$ cat src/rtl/clock_sched_ctrl.sv
// Sequencer for a register-based clock generator: programmable high/low phase lengths, gate changes on falling boundaries.
// Optional CYCLE_CNT output (rising-edge counter) is enabled by defining CLK_SCHED_CYCLE_COUNT_EN.
module clock_sched_ctrl #(
    parameter int   CNT_W     = 8,
    parameter int   INIT_HI   = 1,
    parameter int   INIT_LO   = 1,
    parameter logic INIT_GATE = 1'b1
) (
    input  logic             CLK,
    input  logic             RST_N,
    input  logic [CNT_W-1:0] CFG_HI,
    input  logic [CNT_W-1:0] CFG_LO,
    input  logic             CFG_VALID,
    output logic             CFG_READY,
    input  logic             RUN,
    input  logic             GATE_REQ,
    output logic             GATE_ACK,
    output logic             CLK_VAL,
    output logic             CLK_VAL_EN,
    output logic             COND,
    output logic             COND_EN,
    output logic             RISE,
    output logic             BUSY
`ifdef CLK_SCHED_CYCLE_COUNT_EN
    ,
    output logic [15:0]      CYCLE_CNT
`endif
);

    localparam logic [1:0] ST_IDLE = 2'd0;
    localparam logic [1:0] ST_HIGH = 2'd1;
    localparam logic [1:0] ST_LOW  = 2'd2;

    localparam logic [CNT_W-1:0] ONE     = CNT_W'(1);
    localparam logic [CNT_W-1:0] RST_HI  = (INIT_HI == 0) ? ONE : CNT_W'(INIT_HI);
    localparam logic [CNT_W-1:0] RST_LO  = (INIT_LO == 0) ? ONE : CNT_W'(INIT_LO);

    logic [1:0]       state;
    logic [1:0]       next_state;
    logic [CNT_W-1:0] cnt;
    logic [CNT_W-1:0] act_hi;
    logic [CNT_W-1:0] act_lo;
    logic [CNT_W-1:0] pend_hi;
    logic [CNT_W-1:0] pend_lo;
    logic             pend_valid;

    logic             cnt_zero;
    logic             go_high;
    logic             go_low;
    logic             go_idle;
    logic             capture;
    logic             activate;
    logic             gate_upd;
    logic [CNT_W-1:0] next_hi;

    assign cnt_zero = (cnt == '0);
    assign capture  = CFG_VALID && CFG_READY;
    assign GATE_ACK = (COND == GATE_REQ);

    always_comb begin
        go_high    = 1'b0;
        go_low     = 1'b0;
        go_idle    = 1'b0;
        next_state = state;
        case (state)
            ST_IDLE: begin
                if (RUN) begin
                    go_high    = 1'b1;
                    next_state = ST_HIGH;
                end
            end
            ST_HIGH: begin
                if (cnt_zero) begin
                    go_low     = 1'b1;
                    next_state = ST_LOW;
                end
            end
            ST_LOW: begin
                if (cnt_zero && RUN) begin
                    go_high    = 1'b1;
                    next_state = ST_HIGH;
                end else if (cnt_zero) begin
                    go_idle    = 1'b1;
                    next_state = ST_IDLE;
                end
            end
            default: next_state = ST_IDLE;
        endcase
    end

    // Pending config takes effect only at a rising boundary, or straight away when parked idle.
    always_comb begin
        activate = pend_valid && (go_high || (state == ST_IDLE && !RUN));
        next_hi  = activate ? pend_hi : act_hi;
        gate_upd = (state == ST_IDLE || go_low) && (GATE_REQ != COND);
    end

    always_ff @(posedge CLK) begin
        if (!RST_N) begin
            state <= ST_IDLE;
            cnt   <= '0;
        end else begin
            state <= next_state;
            if (go_high) begin
                cnt <= next_hi - ONE;
            end else if (go_low) begin
                cnt <= act_lo - ONE;
            end else if (state != ST_IDLE && !cnt_zero) begin
                cnt <= cnt - ONE;
            end
        end
    end

    always_ff @(posedge CLK) begin
        if (!RST_N) begin
            CLK_VAL    <= 1'b0;
            CLK_VAL_EN <= 1'b0;
            RISE       <= 1'b0;
            BUSY       <= 1'b0;
        end else begin
            if (go_high) begin
                CLK_VAL <= 1'b1;
            end else if (go_low || go_idle) begin
                CLK_VAL <= 1'b0;
            end
            CLK_VAL_EN <= go_high || go_low;
            RISE       <= go_high;
            BUSY       <= (next_state != ST_IDLE);
        end
    end

    // The ready flag drops with the capture but only reopens one cycle after activation.
    always_ff @(posedge CLK) begin
        if (!RST_N) begin
            pend_valid <= 1'b0;
            pend_hi    <= RST_HI;
            pend_lo    <= RST_LO;
            act_hi     <= RST_HI;
            act_lo     <= RST_LO;
            CFG_READY  <= 1'b1;
        end else begin
            if (activate) begin
                act_hi     <= pend_hi;
                act_lo     <= pend_lo;
                pend_valid <= 1'b0;
            end
            if (capture) begin
                pend_valid <= 1'b1;
                pend_hi    <= (CFG_HI == '0) ? ONE : CFG_HI;
                pend_lo    <= (CFG_LO == '0) ? ONE : CFG_LO;
            end
            CFG_READY <= capture ? 1'b0 : !pend_valid;
        end
    end

    always_ff @(posedge CLK) begin
        if (!RST_N) begin
            COND    <= INIT_GATE;
            COND_EN <= 1'b0;
        end else begin
            if (gate_upd) begin
                COND <= GATE_REQ;
            end
            COND_EN <= gate_upd;
        end
    end

`ifdef CLK_SCHED_CYCLE_COUNT_EN
    always_ff @(posedge CLK) begin
        if (!RST_N) begin
            CYCLE_CNT <= 16'd0;
        end else if (go_high) begin
            CYCLE_CNT <= CYCLE_CNT + 16'd1;
        end
    end
`endif

endmodule

$ cat config.mk
export PLATFORM = sky130hd
export DESIGN_NAME = clock_sched_ctrl
export DESIGN_NICKNAME = d
export VERILOG_FILES = /design/src/rtl/clock_sched_ctrl.sv
export SDC_FILE = /design/constraint.sdc
export NUM_CORES = 1
export LEC_CHECK = 0
export BUFFER_PORTS_ARGS = -buffer_cell sky130_fd_sc_hd__buf_2
export CAP_MARGIN = 10
export CORE_MARGIN = 5
export CORE_UTILIZATION = 50
export CTS_CLUSTER_SIZE = 28
export DETAILED_ROUTE_END_ITERATION = 8
export MAX_ROUTING_LAYER = met4
export PLACE_DENSITY = 0.69
export REMOVE_ABC_BUFFERS = 1
export SLEW_MARGIN = 20
export SYNTH_ARGS = -nofsm -noshare
export SYNTH_HDL_FRONTEND = slang
export SYNTH_SLANG_ARGS = --single-unit
$ cat constraint.sdc
create_clock -name CLK -period 2.9 [get_ports CLK]
set_input_delay 0.29 -clock CLK [delete_from_list [all_inputs] [get_ports CLK]]
set_output_delay 0.29 -clock CLK [all_outputs]
set_load 0.01 [all_outputs]
; Word-level counts from Yosys, hierarchy flattened
; Index checks and enable logic that the tools add are counted.
[op_classes]
eq_ne = 4
muxes = 23
reduce_logical = 22
add_sub_neg = 3
[ops]
columns = operator, n
row1 = 8-bit 2-to-1 mux, 6
row2 = 8-bit logical NOT, 3
row3 = 8-bit by 1-bit subtractor with 8-bit output (second input constant), 3
row4 = 1-bit 2-to-1 mux, 11
row5 = 2-bit 2-to-1 mux, 4
row6 = 2-bit nonzero test, 4
row7 = 1-bit logical AND, 6
row8 = 2-bit case mux with 3 select lines, 1
row9 = 1-bit logical OR, 4
row10 = 1-bit logical NOT, 3
row11 = 3-bit nonzero test, 1
row12 = 2-bit by 1-bit == test with 1-bit output (second input constant), 1
row13 = 2-bit == test (second input constant), 1
row14 = 2-bit logical NOT, 1
row15 = 1-bit case mux with 2 select lines, 1
row16 = 1-bit == test, 1
row17 = 1-bit inequality test, 1
[word_totals]
wordCells = 66
ff_bits = 50
in_bits = 21

; Longest topological paths before layout
[depth]
depth_word = 9
depth_mapped = 11
depth_no_buf = 9

; Least setup slack after synthesis
; Ideal clock, no wire load.
[synth_timing]
kind = reg-to-reg
from = register cnt[4]
to = register cnt[6]
path_buffers = 1
path_stages_with_launch = 11
setup_ns = 0.132
required_time_ns = 2.768
setup_slack_ns = 0.379
arrival_time_ns = 2.389
cell_sequence = dfxtp_1 > or4_1 > o21ai_0 > clkbuf_1 > a221oi_1 > or2_2 > ha_1 > inv_1 > nor3_1 > xnor2_1 > a21oi_1
[synth_via]
elab_chain_len = 9
[synth_lines]
columns = item, line
row1 = from (decl), 40  ; logic [CNT_W-1:0] cnt;
row2 = from (signal assigned), 105  ; cnt <= next_hi - ONE;
row3 = from (signal assigned), 107  ; cnt <= act_lo - ONE;
row4 = from (signal assigned), 109  ; cnt <= cnt - ONE;
row5 = 8-bit logical NOT, 56  ; assign cnt_zero = (cnt == '0);
row6 = 1-bit logical AND, 79  ; if (cnt_zero && RUN) begin
row7 = 1-bit 2-to-1 mux, 79
row8 = 1-bit case mux with 2 select lines, 65  ; case (state)
row9 = 1-bit logical OR, 93  ; activate = pend_valid && (go_high || (state == ST_IDLE && !RUN));
row10 = 1-bit logical AND, 93
row11 = 8-bit 2-to-1 mux, -
row12 = 8-bit by 1-bit subtractor with 8-bit output, 105
row13 = 8-bit 2-to-1 mux, 104  ; if (go_high) begin
; Several ways; a longest one is shown, not always the timed one. The select of a mux whose other input is x is not followed.
; A chain may end at the register's enable or synchronous reset.

; Worst setup path after layout
[layout_timing]
from = register cnt[4]
to = register cnt[5]
; The elaborated chain is that of the path after synthesis.

==> impl_metrics.tcl <==
set metrics [dict create \
    htreeDepth 2 \
    antenna_found_initial 0 \
    drt_iter0_markers 110 \
    hold_class "in -> reg" \
    clk-insertion-delay-late_ns 0.30 \
    critPathSlowestCell "or4_1" \
    cts_root_buffer "clkbuf_8" \
    n_antenna_cell 0 \
    core_area_sq_mm 0.00441 \
    drc 0 \
    cts_resized 0 \
    synthFlopType "dfxtp_1" \
    crit_type "reg -> reg" \
    track_usage 0.173 \
    period_needed_ns 2.67 \
    grt_pass1_vias 1798 \
    maxSlewViolCount 0 \
    firstDrtPassIters 4 \
    num_rows 24 \
    p_leak_nw 1.03 \
    synth.avg_cell_area_sq_um 8.50 \
    rsz0062_at_grt "no" \
    end_kind "register" \
    crit_chain "or4_1 -> o21ai_0 -> buf_4 -> a221oi_1 -> o22ai_1 -> nor3_1 -> xnor2_1 -> a21oi_1" \
    cts_num_sinks 50 \
    dpl_worst_slack_ns 0.235 \
    routed_wirelength_um 5140 \
    dp_hpwl_um 3610 \
    grt_pass1_wl_um 8250 \
    ys_types 39 \
    tightest_slew_ns 0.734 \
    die_w_um 77.9 \
    grt_max_degree 49 \
    hold_violations 0 \
    wl_per_cell_um 14.7 \
    ys_seq_elements 50 \
    powerDensity_mw_per_mm2 694 \
    netlist_area_sq_mm 0.00230 \
    netlist.area_leader.share 0.435 \
    ir_drop_uv 281 \
    cap_violations 0 \
    async_flop_share 0 \
    drive_above_1_share 0.181 \
    arrival_ns 2.84 \
    gp_congestion 0.870 \
    setup_violations 0 \
    synthCells 271 \
    initial_core_util 0.522 \
    critical_path_required_ns 3.07 \
    numCtsBuffers 5 \
    postCtsSetupBuffers 0 \
    ys_warn_count 0 \
    tns_ns 0 \
    skew_ns 0.00436 \
    synthTopCellsByArea "dfxtp_1 (43%), nand2_1 (9.0%), a21boi_0 (6.8%)" \
    dieArea_sq_mm 0.00606 \
    postLayoutSetupSlackWorst_ns 0.226 \
    gr-total-overflow 0 \
    path_clk_slew_ns 0.08 \
    final_cell_mix "nand2_1 (55), dfxtp_1 (50), buf_2 (28)" \
    port-buffer-count 28 \
    cts_buffer_depth 2 \
    worstSetupStartpointType "register" \
    crit_path_max_fanout 7 \
    cts_tree "built" \
    status "finished clean" \
    synth-seq-area-share 0.435 \
    viasPerCell 5.67 \
    io_pins 29 \
    slew_headroom 0.511 \
    synth_edf_count 0 \
    cts-hold-fix-buffers 0 \
    area_growth_pct 12.5 \
    fin_crit_sh 0.922 \
    vias 1990 \
    ant_nets 0 \
    nNetsFinal 320 \
    dieHeight_um 77.9 \
    fmax_ghz 0.374 \
    final_common_cell "nand2_1" \
    yosysTopAreaCell "dfxtp_1" \
    max_stage_delay_ns 0.57 \
]
==> registers in the layout (all words and copies together), names as in the netlist, 2 cells and up <==
| signal | count |
|---|---|
| act_hi | 8 |
| act_lo | 8 |
| pend_hi | 8 |
| pend_lo | 8 |
| cnt | 8 |
| state | 2 |
==> area by class of cell <==
type                    count  area, sq um
clock buffers               7         86.3
clock inverters             1         5.00
fillers                   418         1820
inverters                   7         26.3
multi-input cells         195         1180
flip-flops and latches     50         1000
well taps                  52         65.1
repair buffers             39          223
==> where the power goes <==
part	internal, mW	leakage, nW	total (mW)	switching, mW
clock network	0.193	0.0482	0.412	0.219
registers	0.762	0.410	0.822	0.0604
logic	0.241	0.569	0.564	0.323
==> worst max-delay path, delay by kind of cell, from the launching register on <==
| kind | cells | cell delay [ns] |
|---|---|---|
| AO/OA/AOI/OAI | 4 | 1.05 |
| flip-flops | 1 | 0.34 |
| XOR/XNOR | 1 | 0.21 |
| buffers and inverters | 1 | 0.24 |
| AND/OR/NAND/NOR | 2 | 0.70 |
==> Yosys cell counts (2+ instances only) <==
master,number
nor3_1,4
and2_1,4
nor4_1,2
o21ai_0,10
a221oi_1,7
and3b_1,2
buf_6,2
dfxtp_1,50
a2111oi_0,4
a311oi_1,6
a2111oi_1,2
nor4_2,3
inv_1,7
or2_2,3
a21oi_1,18
a211oi_1,2
buf_2,4
mux2i_1,4
o22ai_1,3
nand2b_1,2
or4_1,2
nor2b_1,10
a21boi_0,21
o211ai_1,2
clkbuf_1,12
nor2_1,9
nand3_1,3
o211a_1,2
xnor2_1,7
nand2_1,55
==> routing by layer <==
metal | global-route usage | wire, um
met3 | 0.0405 | 211
met1 | 0.211 | 2350
met5 | - | 0
met2 | 0.280 | 2510
met4 | 0.0533 | 66
==> through the flow <==
stage                     total power, mW  cells  hold slack [ns]  area (sq um)  utilization
after detailed placement             1.40    343            0.460          2500        0.566
after global routing                 1.91    351            0.231          2590        0.587
after floorplan                      1.20    252            0.352          2210            -
after global placement               1.38    343            0.456          2500        0.566
final                                1.80    351            0.231          2590        0.587
after CTS                            1.81    351            0.227          2590        0.587
==> worst paths after layout <==
path / start / to / slack, ns / depth (start not counted)
worst max-delay path: cnt[4]$_SDFFE_PN0P_ / cnt[5]$_SDFFE_PN0P_ / 0.23 / 8
worst min-delay path: GATE_REQ / COND$_SDFFE_PN1P_ / 0.23 / 3
worst max register to register: cnt[4]$_SDFFE_PN0P_ / cnt[5]$_SDFFE_PN0P_ / 0.23 / 8
worst min register to register: pend_lo[7]$_SDFFE_PN0P_ / pend_lo[7]$_SDFFE_PN0P_ / 0.47 / 2
==> cells by family (layout without fill, tap and decap cells) <==
logic type / count (synthesis) / in the layout / synth area share
AOI/OAI and AO/OA: 81 / 81 / 0.246
xor gates and xnor gates: 7 / 7 / 0.0266
adders and majority gates: 1 / 1 / 0.00543
buffers and inverters: 26 / 54 / 0.0511
DFF: 50 / 50 / 0.435
muxes: 4 / 4 / 0.0174
and+or+nand+nor: 102 / 102 / 0.219
(Power assumes the default switching activity.)
